--- config.mk ---
export PLATFORM = sky130hd
export DESIGN_NAME = branch_predictor
export DESIGN_NICKNAME = d
export VERILOG_FILES = /design/src/rtl/bp_pkg.sv /design/src/rtl/bp_sat_cnt.sv /design/src/rtl/branch_predictor.sv
export SDC_FILE = /design/constraint.sdc
export NUM_CORES = 2
export LEC_CHECK = 0
export CAP_MARGIN = 10
export CORE_ASPECT_RATIO = 0.8
export CORE_MARGIN = 1
export CORE_UTILIZATION = 50
export DETAILED_ROUTE_END_ITERATION = 10
export PLACE_DENSITY_LB_ADDON = 0.05
export SYNTH_ARGS = -nofsm -noshare
export SYNTH_HDL_FRONTEND = slang
export SYNTH_SLANG_ARGS = --single-unit
export TNS_END_PERCENT = 20
--- constraint.sdc ---
create_clock -name clk_i -period 26.3 [get_ports clk_i]
set_input_delay 3.945 -clock clk_i [delete_from_list [all_inputs] [get_ports clk_i]]
set_output_delay 3.945 -clock clk_i [all_outputs]
set_load 0.1 [all_outputs]
--- src/rtl/bp_pkg.sv ---
// Shared definitions for the branch predictor: direction counter encodings,
// counter reset/allocate values, and PC index/tag extraction helpers.
// Helpers return 32-bit values; callers cast them down to their own field widths.
package bp_pkg;

  // Strongly-not-taken: all zeros at any counter width.
  function automatic logic [31:0] cnt_snt();
    return 32'd0;
  endfunction

  // Weakly-not-taken: 0 followed by all ones.
  function automatic logic [31:0] cnt_wnt(input int cnt_w);
    return 32'((64'd1 << (cnt_w - 1)) - 64'd1);
  endfunction

  // Weakly-taken: 1 followed by all zeros.
  function automatic logic [31:0] cnt_wt(input int cnt_w);
    return 32'(64'd1 << (cnt_w - 1));
  endfunction

  // Strongly-taken: all ones.
  function automatic logic [31:0] cnt_st(input int cnt_w);
    return 32'((64'd1 << cnt_w) - 64'd1);
  endfunction

  // Counter value after reset or clear.
  function automatic logic [31:0] cnt_reset_val(input int cnt_w);
    return cnt_wnt(cnt_w);
  endfunction

  // Counter value for a freshly allocated entry.
  function automatic logic [31:0] cnt_alloc_val(input int cnt_w);
    return cnt_wt(cnt_w);
  endfunction

  // Table index: word-aligned PC bits directly above the byte offset.
  function automatic logic [31:0] pc_index(input logic [63:0] pc, input int idx_w);
    logic [63:0] mask;
    mask = (64'd1 << idx_w) - 64'd1;
    return 32'((pc >> 2) & mask);
  endfunction

  // Tag: the PC bits directly above the index field.
  function automatic logic [31:0] pc_tag(input logic [63:0] pc, input int idx_w,
                                         input int tag_w);
    logic [63:0] mask;
    mask = (64'd1 << tag_w) - 64'd1;
    return 32'((pc >> (idx_w + 2)) & mask);
  endfunction

endpackage

--- src/rtl/bp_sat_cnt.sv ---
// Saturating up/down direction counter (combinational next-value only).
// Holds at all-ones when incrementing and at zero when decrementing.
module bp_sat_cnt
  import bp_pkg::*;
#(
  parameter int W = 2
) (
  input  logic [W-1:0] cnt,
  input  logic         inc,
  output logic [W-1:0] cnt_nxt
);

  localparam logic [W-1:0] CNT_MAX = W'(cnt_st(W));
  localparam logic [W-1:0] CNT_MIN = W'(cnt_snt());

  // Step toward taken or not-taken, refusing to wrap at either end.
  always_comb begin
    cnt_nxt = cnt;
    if (inc) begin
      if (cnt != CNT_MAX) cnt_nxt = cnt + W'(1);
    end else begin
      if (cnt != CNT_MIN) cnt_nxt = cnt - W'(1);
    end
  end

endmodule

--- src/rtl/branch_predictor.sv ---
// Direct-mapped BTB with per-entry saturating direction counters.
// Lookup is combinational on the current table; updates and clears take
// effect at the rising edge, so a same-cycle lookup sees pre-update contents.
// Optional statistics counters are compiled in when BP_STATS_EN is defined.
module branch_predictor
  import bp_pkg::*;
#(
  parameter int ENTRIES = 16,
  parameter int TAG_W   = 8,
  parameter int CNT_W   = 2,
  parameter int PC_W    = 32
) (
  input  logic            clk_i,
  input  logic            rst_i,
  input  logic [PC_W-1:0] lkp_pc_i,
  output logic            pred_hit_o,
  output logic            pred_taken_o,
  output logic [PC_W-1:0] pred_next_pc_o,
  input  logic            upd_valid_i,
  input  logic [PC_W-1:0] upd_pc_i,
  input  logic            upd_taken_i,
  input  logic [PC_W-1:0] upd_target_i,
  input  logic            clr_i,
  output logic            mispred_o
`ifdef BP_STATS_EN
  ,
  output logic [31:0]     stat_upd_o,
  output logic [31:0]     stat_mispred_o
`endif
);

  localparam int IDX_W = $clog2(ENTRIES);
  localparam logic [CNT_W-1:0] CNT_RST   = CNT_W'(cnt_reset_val(CNT_W));
  localparam logic [CNT_W-1:0] CNT_ALLOC = CNT_W'(cnt_alloc_val(CNT_W));

  logic             valid_q [ENTRIES];
  logic [TAG_W-1:0] tag_q   [ENTRIES];
  logic [PC_W-1:0]  tgt_q   [ENTRIES];
  logic [CNT_W-1:0] cnt_q   [ENTRIES];

  logic [IDX_W-1:0] lkp_idx;
  logic [TAG_W-1:0] lkp_tag;
  logic [IDX_W-1:0] upd_idx;
  logic [TAG_W-1:0] upd_tag;
  logic             upd_hit;
  logic             upd_old_taken;
  logic             upd_mispred;
  logic [CNT_W-1:0] upd_cnt;
  logic [CNT_W-1:0] upd_cnt_nxt;

  // Fetch-side prediction from the table as it stands this cycle.
  always_comb begin
    lkp_idx        = IDX_W'(pc_index(64'(lkp_pc_i), IDX_W));
    lkp_tag        = TAG_W'(pc_tag(64'(lkp_pc_i), IDX_W, TAG_W));
    pred_hit_o     = valid_q[lkp_idx] && (tag_q[lkp_idx] == lkp_tag);
    pred_taken_o   = pred_hit_o && cnt_q[lkp_idx][CNT_W-1];
    pred_next_pc_o = pred_taken_o ? tgt_q[lkp_idx] : lkp_pc_i + PC_W'(4);
  end

  // Re-predict the resolving branch from the old table to detect a mispredict.
  always_comb begin
    upd_idx       = IDX_W'(pc_index(64'(upd_pc_i), IDX_W));
    upd_tag       = TAG_W'(pc_tag(64'(upd_pc_i), IDX_W, TAG_W));
    upd_hit       = valid_q[upd_idx] && (tag_q[upd_idx] == upd_tag);
    upd_old_taken = upd_hit && cnt_q[upd_idx][CNT_W-1];
    upd_cnt       = cnt_q[upd_idx];
    upd_mispred   = (upd_old_taken != upd_taken_i) ||
                    (upd_old_taken && upd_taken_i && (tgt_q[upd_idx] != upd_target_i));
  end

  bp_sat_cnt #(.W(CNT_W)) u_sat_cnt (
    .cnt     (upd_cnt),
    .inc     (upd_taken_i),
    .cnt_nxt (upd_cnt_nxt)
  );

  // Table state: train on hits, allocate on taken misses; clear beats update.
  always_ff @(posedge clk_i or posedge rst_i) begin
    if (rst_i) begin
      for (int i = 0; i < ENTRIES; i++) begin
        valid_q[i] <= 1'b0;
        tag_q[i]   <= '0;
        tgt_q[i]   <= '0;
        cnt_q[i]   <= CNT_RST;
      end
    end else if (clr_i) begin
      for (int i = 0; i < ENTRIES; i++) begin
        valid_q[i] <= 1'b0;
        cnt_q[i]   <= CNT_RST;
      end
    end else if (upd_valid_i) begin
      if (upd_hit) begin
        cnt_q[upd_idx] <= upd_cnt_nxt;
        if (upd_taken_i) tgt_q[upd_idx] <= upd_target_i;
      end else if (upd_taken_i) begin
        valid_q[upd_idx] <= 1'b1;
        tag_q[upd_idx]   <= upd_tag;
        tgt_q[upd_idx]   <= upd_target_i;
        cnt_q[upd_idx]   <= CNT_ALLOC;
      end
    end
  end

  // One-cycle mispredict pulse for the update accepted at this edge.
  always_ff @(posedge clk_i or posedge rst_i) begin
    if (rst_i) mispred_o <= 1'b0;
    else       mispred_o <= upd_valid_i && !clr_i && upd_mispred;
  end

`ifdef BP_STATS_EN
  // Running totals of accepted updates and mispredict pulses; clear zeroes them.
  always_ff @(posedge clk_i or posedge rst_i) begin
    if (rst_i) begin
      stat_upd_o     <= '0;
      stat_mispred_o <= '0;
    end else if (clr_i) begin
      stat_upd_o     <= '0;
      stat_mispred_o <= '0;
    end else if (upd_valid_i) begin
      stat_upd_o <= stat_upd_o + 32'd1;
      if (upd_mispred) stat_mispred_o <= stat_mispred_o + 32'd1;
    end
  end
`endif

endmodule

Word level (Yosys, flattened, before mapping)
Index checks and enable logic that the tools add are counted.
{"block": "totals", "reg_bits": 689, "elab_cells": 151, "out_inout_bits": 35}
{"block": "classes", "n_lt_le_gt_ge": 3, "n_reduce_logical": 19, "addsub": 3, "n_mux": 47, "n_bitwise": 8, "n_eq_ne": 6}
{"op": "$bwmux W512", "count": 1}
{"op": "$mux W32", "count": 10}
{"op": "$bmux W32 S4", "count": 2}
{"op": "$bwmux W128", "count": 1}
{"op": "$demux W32 S4", "count": 1}
{"op": "$bmux W8 S4", "count": 2}
{"op": "$mux W16", "count": 4}
{"op": "$mux W8", "count": 5}
{"op": "$add A32 B3 Y32 const B", "count": 1}
{"op": "$bwmux W32", "count": 1}
{"op": "$demux W8 S4", "count": 1}
{"op": "$ne A32 B32 Y1", "count": 1}
{"op": "$or A16 B16 Y16", "count": 2}
{"op": "$and A16 B16 Y16", "count": 1}
{"op": "$bmux W2 S4", "count": 2}
{"op": "$eq A8 B8 Y1", "count": 2}
{"op": "$mux W2", "count": 8}
{"op": "$not A16 Y16", "count": 1}
{"op": "$ge A5 B5 Y1 const B", "count": 2}
{"op": "$not A4 Y5", "count": 2}
{"op": "$logic_and A1 B1 Y1", "count": 9}
{"op": "$bmux W1 S4", "count": 2}
{"op": "$demux W2 S4", "count": 1}
{"op": "$reduce_and A3 Y1", "count": 2}
{"op": "14 further kinds", "count": 22}

Longest topological paths before layout
{"block": "depth", "ltp_word": 11, "mapped_depth": 15, "ltp_nobuf": 9}

Cells and area by module
Synthesis repeated with hierarchy kept, for this count alone.
{"block": "hier_totals", "cells_unflattened": 2615, "hier_area_um2": 38464.4}
{"mod": "branch_predictor", "n_inst": 1, "area_per_inst_um2": 38438.1, "cells_per_inst": 2612}
{"mod": "bp_sat_cnt", "n_inst": 1, "area_per_inst_um2": 26.3, "cells_per_inst": 3}

Worst setup path before layout
No wires, ideal clock.
{"block": "synth_path", "path_type": "input port to output port", "from": "input port lkp_pc_i[2]", "to": "output port pred_next_pc_o[10]", "arrival_time_ns": 7.800, "n_path_buf": 5, "cell_stages": 12, "slack_ns": 14.555, "path_cell_list": "buf_2 buf_2 buf_4 mux4_2 mux2i_1 mux2i_1 xor2_1 nor4_1 nand4_1 buf_2 clkbuf_1 a21oi_1"}
{"block": "synth_between", "elab_chain_len": 8, "elab_cells_between_ends": 18, "classes_between": "add/sub: 1; eq/ne: 1; mux: 13; bitwise: 1; reduce/logical: 2"}
{"element": "start, declared", "line": "branch_predictor.sv:15", "source": "input logic [PC_W-1:0] lkp_pc_i,"}
{"element": "$not A4 Y5 (not written as such)", "line": "branch_predictor.sv:55, branch_predictor.sv:56, branch_predictor.sv:57"}
{"element": "$bmux W8 S4", "line": "branch_predictor.sv:55", "source": "pred_hit_o = valid_q[lkp_idx] && (tag_q[lkp_idx] == lkp_tag);"}
{"element": "$mux W8 (not written as such) (2 in a row)", "line": "branch_predictor.sv:55"}
{"element": "$eq A8 B8 Y1", "line": "branch_predictor.sv:55"}
{"element": "$logic_and A1 B1 Y1", "line": "branch_predictor.sv:55"}
{"element": "$logic_and A1 B1 Y1", "line": "branch_predictor.sv:56", "source": "pred_taken_o = pred_hit_o && cnt_q[lkp_idx][CNT_W-1];"}
{"element": "$mux W32 *", "line": "branch_predictor.sv:57", "source": "pred_next_pc_o = pred_taken_o ? tgt_q[lkp_idx] : lkp_pc_i + PC_W'(4);"}
{"element": "end, declared", "line": "branch_predictor.sv:18", "source": "output logic [PC_W-1:0] pred_next_pc_o,"}
Every way passes the cells marked *; elsewhere a longest branch is shown, timed or not. The select of a mux whose other input is x is not followed.

Final worst setup path
{"block": "layout_path", "from": "input port lkp_pc_i[2]", "to": "output port pred_next_pc_o[7]"}
Same word-level chain as after synthesis.

==> metrics.md <==
| Metric | Value |
|---|---|
| Status | completed |
| Clock sinks | 689 |
| Reg clk slew, reported paths | 0.06 ns |
| Leak pwr | 18.80 nW |
| CTS Hold Bufs | 0 |
| Syn avg cell area | 15.48 sq um |
| Filler Cells Inserted | 5,946 |
| CTS max path bufs | 3 |
| Synthesized flop and latch total | 689 |
| Yosys warnings | 0 |
| Rows | 90 |
| Post-synthesis sequential area ratio | 44.80% |
| Synth-to-layout area growth | 11.40% |
| Critical Path Fanout Max | 80 |
| Pwr/cell area | 68.26 mW/mm^2 |
| RSZ-0062 raised after global routing | no |
| GRT Util Overall | 28.55% |
| Initial drt markers | 1,961 |
| TritonCTS clock tree | done |
| Cells on worst reg2reg path | 9 |
| Gp weighted congestion | 0.8336 |
| Root buffer cell | clkbuf_16 |
| Vias/cell | 6.563 |
| Chip width | 312.4 microns |
| DR pass1 iterations | 6 |
| Final min period | 13.95 ns |
| Final Max Slew Viols | 0 |
| # IOs | 136 |
| TritonCTS buffer count | 76 |
| Global-route wire length before repair | 165,800 microns |
| Clk Latency, worst-skew pair | 0.64 ns |
| Antenna Violating Nets Remaining | 0 |
| Post-CTS Setup Inserts | 0 |
| Crit start category | input port |
| Post-synth ARST share | 100.0% |
| Gates resized, CTS repair | 0 |
| Mapped Cells | 2,489 |
| CP Data Arrival Time | 10.00 ns |
| Cell area after synthesis | 0.03853 sq mm |
| Hold Crit Class | reg2reg |
| Core box area | 0.07579 sq mm |
| Count leader, synth | dfrtp_1 |
| Top post-synthesis cells by area | dfrtp_1 (44%), mux4_2 (23%), mux2_2 (17%), mux2_4 (2.5%), mux2i_1 (1.7%) |
| Syn nets | 2,592 |
| RR Startpoint | tag_q[81] |
| Largest net degree at the start of global routing | 158 |
| Worst setup EP type | output pin |
| Drc violations | 0 |
| H-tree depth | 3 |
| Number of global-route vias before repair | 24,890 |
| Synth area leader | dfrtp_1 |
| Final worst-path cycle share | 53.03% |
| Routed Wire Length | 109,300 microns |
| Critical path origin | lkp_pc_i[2] |
| Die Height | 250.3 microns |
| Initial Util | 50.85% |
| Yosys top cell area share | 43.70% |
| Slew HR | 26.34% |
| Fin nets | 2,605 |
| Setup tns final | 0 ns |
| Max_cap viols | 0 |
| Post-synth EDFFs | 0 |
| Total Power | 0.002930 W |
| Peak supply drop | 42.67 uV |
| IO Port Bufs | 115 |
| Share of cells above drive strength 1 | 50.20% |
| Crit Path Category | in2out |
| Final Setup Violations | 0 |
| Worst hold path cell count | 2 |
| Total number of vias | 23,460 |
| Min-delay src | cnt_q[8] |
| Initial antenna violation count | 3 |
| Least-Margin Pin Slew | 1.100 ns |
| Distinct cells, synth | 66 |
| Critical Path RT | 22.35 ns |
| DIE AREA | 0.07819 sq mm |
| Fin. Hold Viols | 0 |
| Synth cell count leaders | dfrtp_1 (673), mux2_2 (590), mux4_2 (387) |
| Clock Skews | 0.02297 ns |
| Top_reg_cell synth | dfrtp_1 |
| Wire per inst | 30.56 microns |
| Hpwl dp | 62,530 microns |
| Max Fclk | 71.70 MHz |
| Global route total overflow | 0 |
[area by class of cell]
type | instances | area, sq um | share of cell area (%)
Sequential cell | 689 | 17260 | 40.21
Multi-Input combinational cell | 1539 | 20140 | 46.92
Clock inverter | 28 | 329.1 | 0.7666
Tap cell | 1012 | 1266 | 2.950
Clock buffer | 110 | 2253 | 5.249
Antenna cell | 1 | 2.502 | 0.005830
Inverter | 36 | 142.6 | 0.3323
Timing Repair Buffer | 160 | 1528 | 3.559
[cell usage in the layout, fill, tap and decap left out, types with 9 or more instances in the layout]
cell type / netlist / final
xnor2_1: 44 / 44
a21oi_1: 31 / 31
clkbuf_16: 0 / 79
o32ai_1: 13 / 13
a221oi_2: 11 / 11
nor2_1: 56 / 52
mux4_2: 387 / 387
mux2_2: 590 / 590
nand2_2: 8 / 11
dfstp_2: 16 / 16
xor2_1: 28 / 28
nor3_1: 13 / 11
inv_1: 36 / 34
mux2_4: 64 / 64
nand2_1: 35 / 32
buf_4: 10 / 46
and3_1: 19 / 19
clkbuf_1: 105 / 15
nand4_1: 9 / 9
a211oi_1: 20 / 20
clkdlybuf4s50_1: 0 / 107
dfrtp_1: 673 / 673
clkbuf_8: 0 / 16
nor2b_1: 13 / 12
nand3_1: 21 / 21
mux2i_1: 67 / 67
a21o_1: 17 / 17
clkinv_2: 0 / 16
[routing by layer]
metal | wire [microns] | global-route usage (%) | vias to the layer above
met1 | 49020 | 41.74 | 12840
met2 | 51440 | 44.29 | 740
li1 | - | - | 9716
met3 | 6234 | 5.117 | 164
met5 | 31 | 0 | -
met4 | 2524 | 7.381 | 4
[state kept, by name (all words and copies together), names as in the netlist]
name / flops
mispred_o: 1
valid_q: 16
tgt_q: 512
tag_q: 128
cnt_q: 32
[worst max-delay path, cell delays in order]
cell and delay, ns:
buf_8 0.67, buf_4 0.85, mux4_2 0.61, mux2i_1 0.14, mux2i_1 0.17, xor2_1 0.21
nor4_1 0.39, nand4_1 0.56, buf_4 0.55, a21oi_1 0.52, clkdlybuf4s50_1 1.25
[kinds of logic (layout without fill, tap and decap cells)]
family | Yosys count | count (layout) | share of synthesized area (%)
flip-flops | 689 | 689 | 44.80
adder cells (fa/ha/maj) | 2 | 2 | 0.06493
other | 0 | 1 | 0
XOR/XNOR | 73 | 73 | 1.679
AND/OR/NAND/NOR | 224 | 224 | 3.426
multiplexers | 1111 | 1111 | 44.30
AO/OA/AOI/OAI | 129 | 129 | 2.659
buffers and inverters | 261 | 334 | 3.078
[metrics by stage]
stage               setup WS, ns  hold WS (ns)  instances  util [%]  instance area, sq um
floorplan                  3.063        0.4610       2489         -                 38530
global placement           12.34        0.4678       3436     53.23                 40340
detailed placement         12.43        0.4744       3436     53.23                 40340
CTS                        12.39        0.4832       3574     56.64                 42920
global route               12.13        0.5050       3574     56.64                 42920
finish                     12.35        0.4825       3575     56.64                 42930
[where the power goes]
group | total (W) | switching (W) | internal, W
Clock | 0.00111 | 0.000451 | 0.000664
Sequential | 0.00129 | 0.0000975 | 0.00119
Combinational | 0.000524 | 0.000228 | 0.000296
[path summary, 6_finish.rpt]
check	endpoint	slack, ns
setup reg to reg	tag_q[1]	22.34
min in group asynchronous	tgt_q[373]	3.81
setup / recovery	pred_next_pc_o[7]	12.35
hold / removal	cnt_q[8]	0.48
hold reg to reg	cnt_q[8]	0.48
max in group asynchronous	tag_q[13]	18.54
Power figures use the tool's default switching activity.
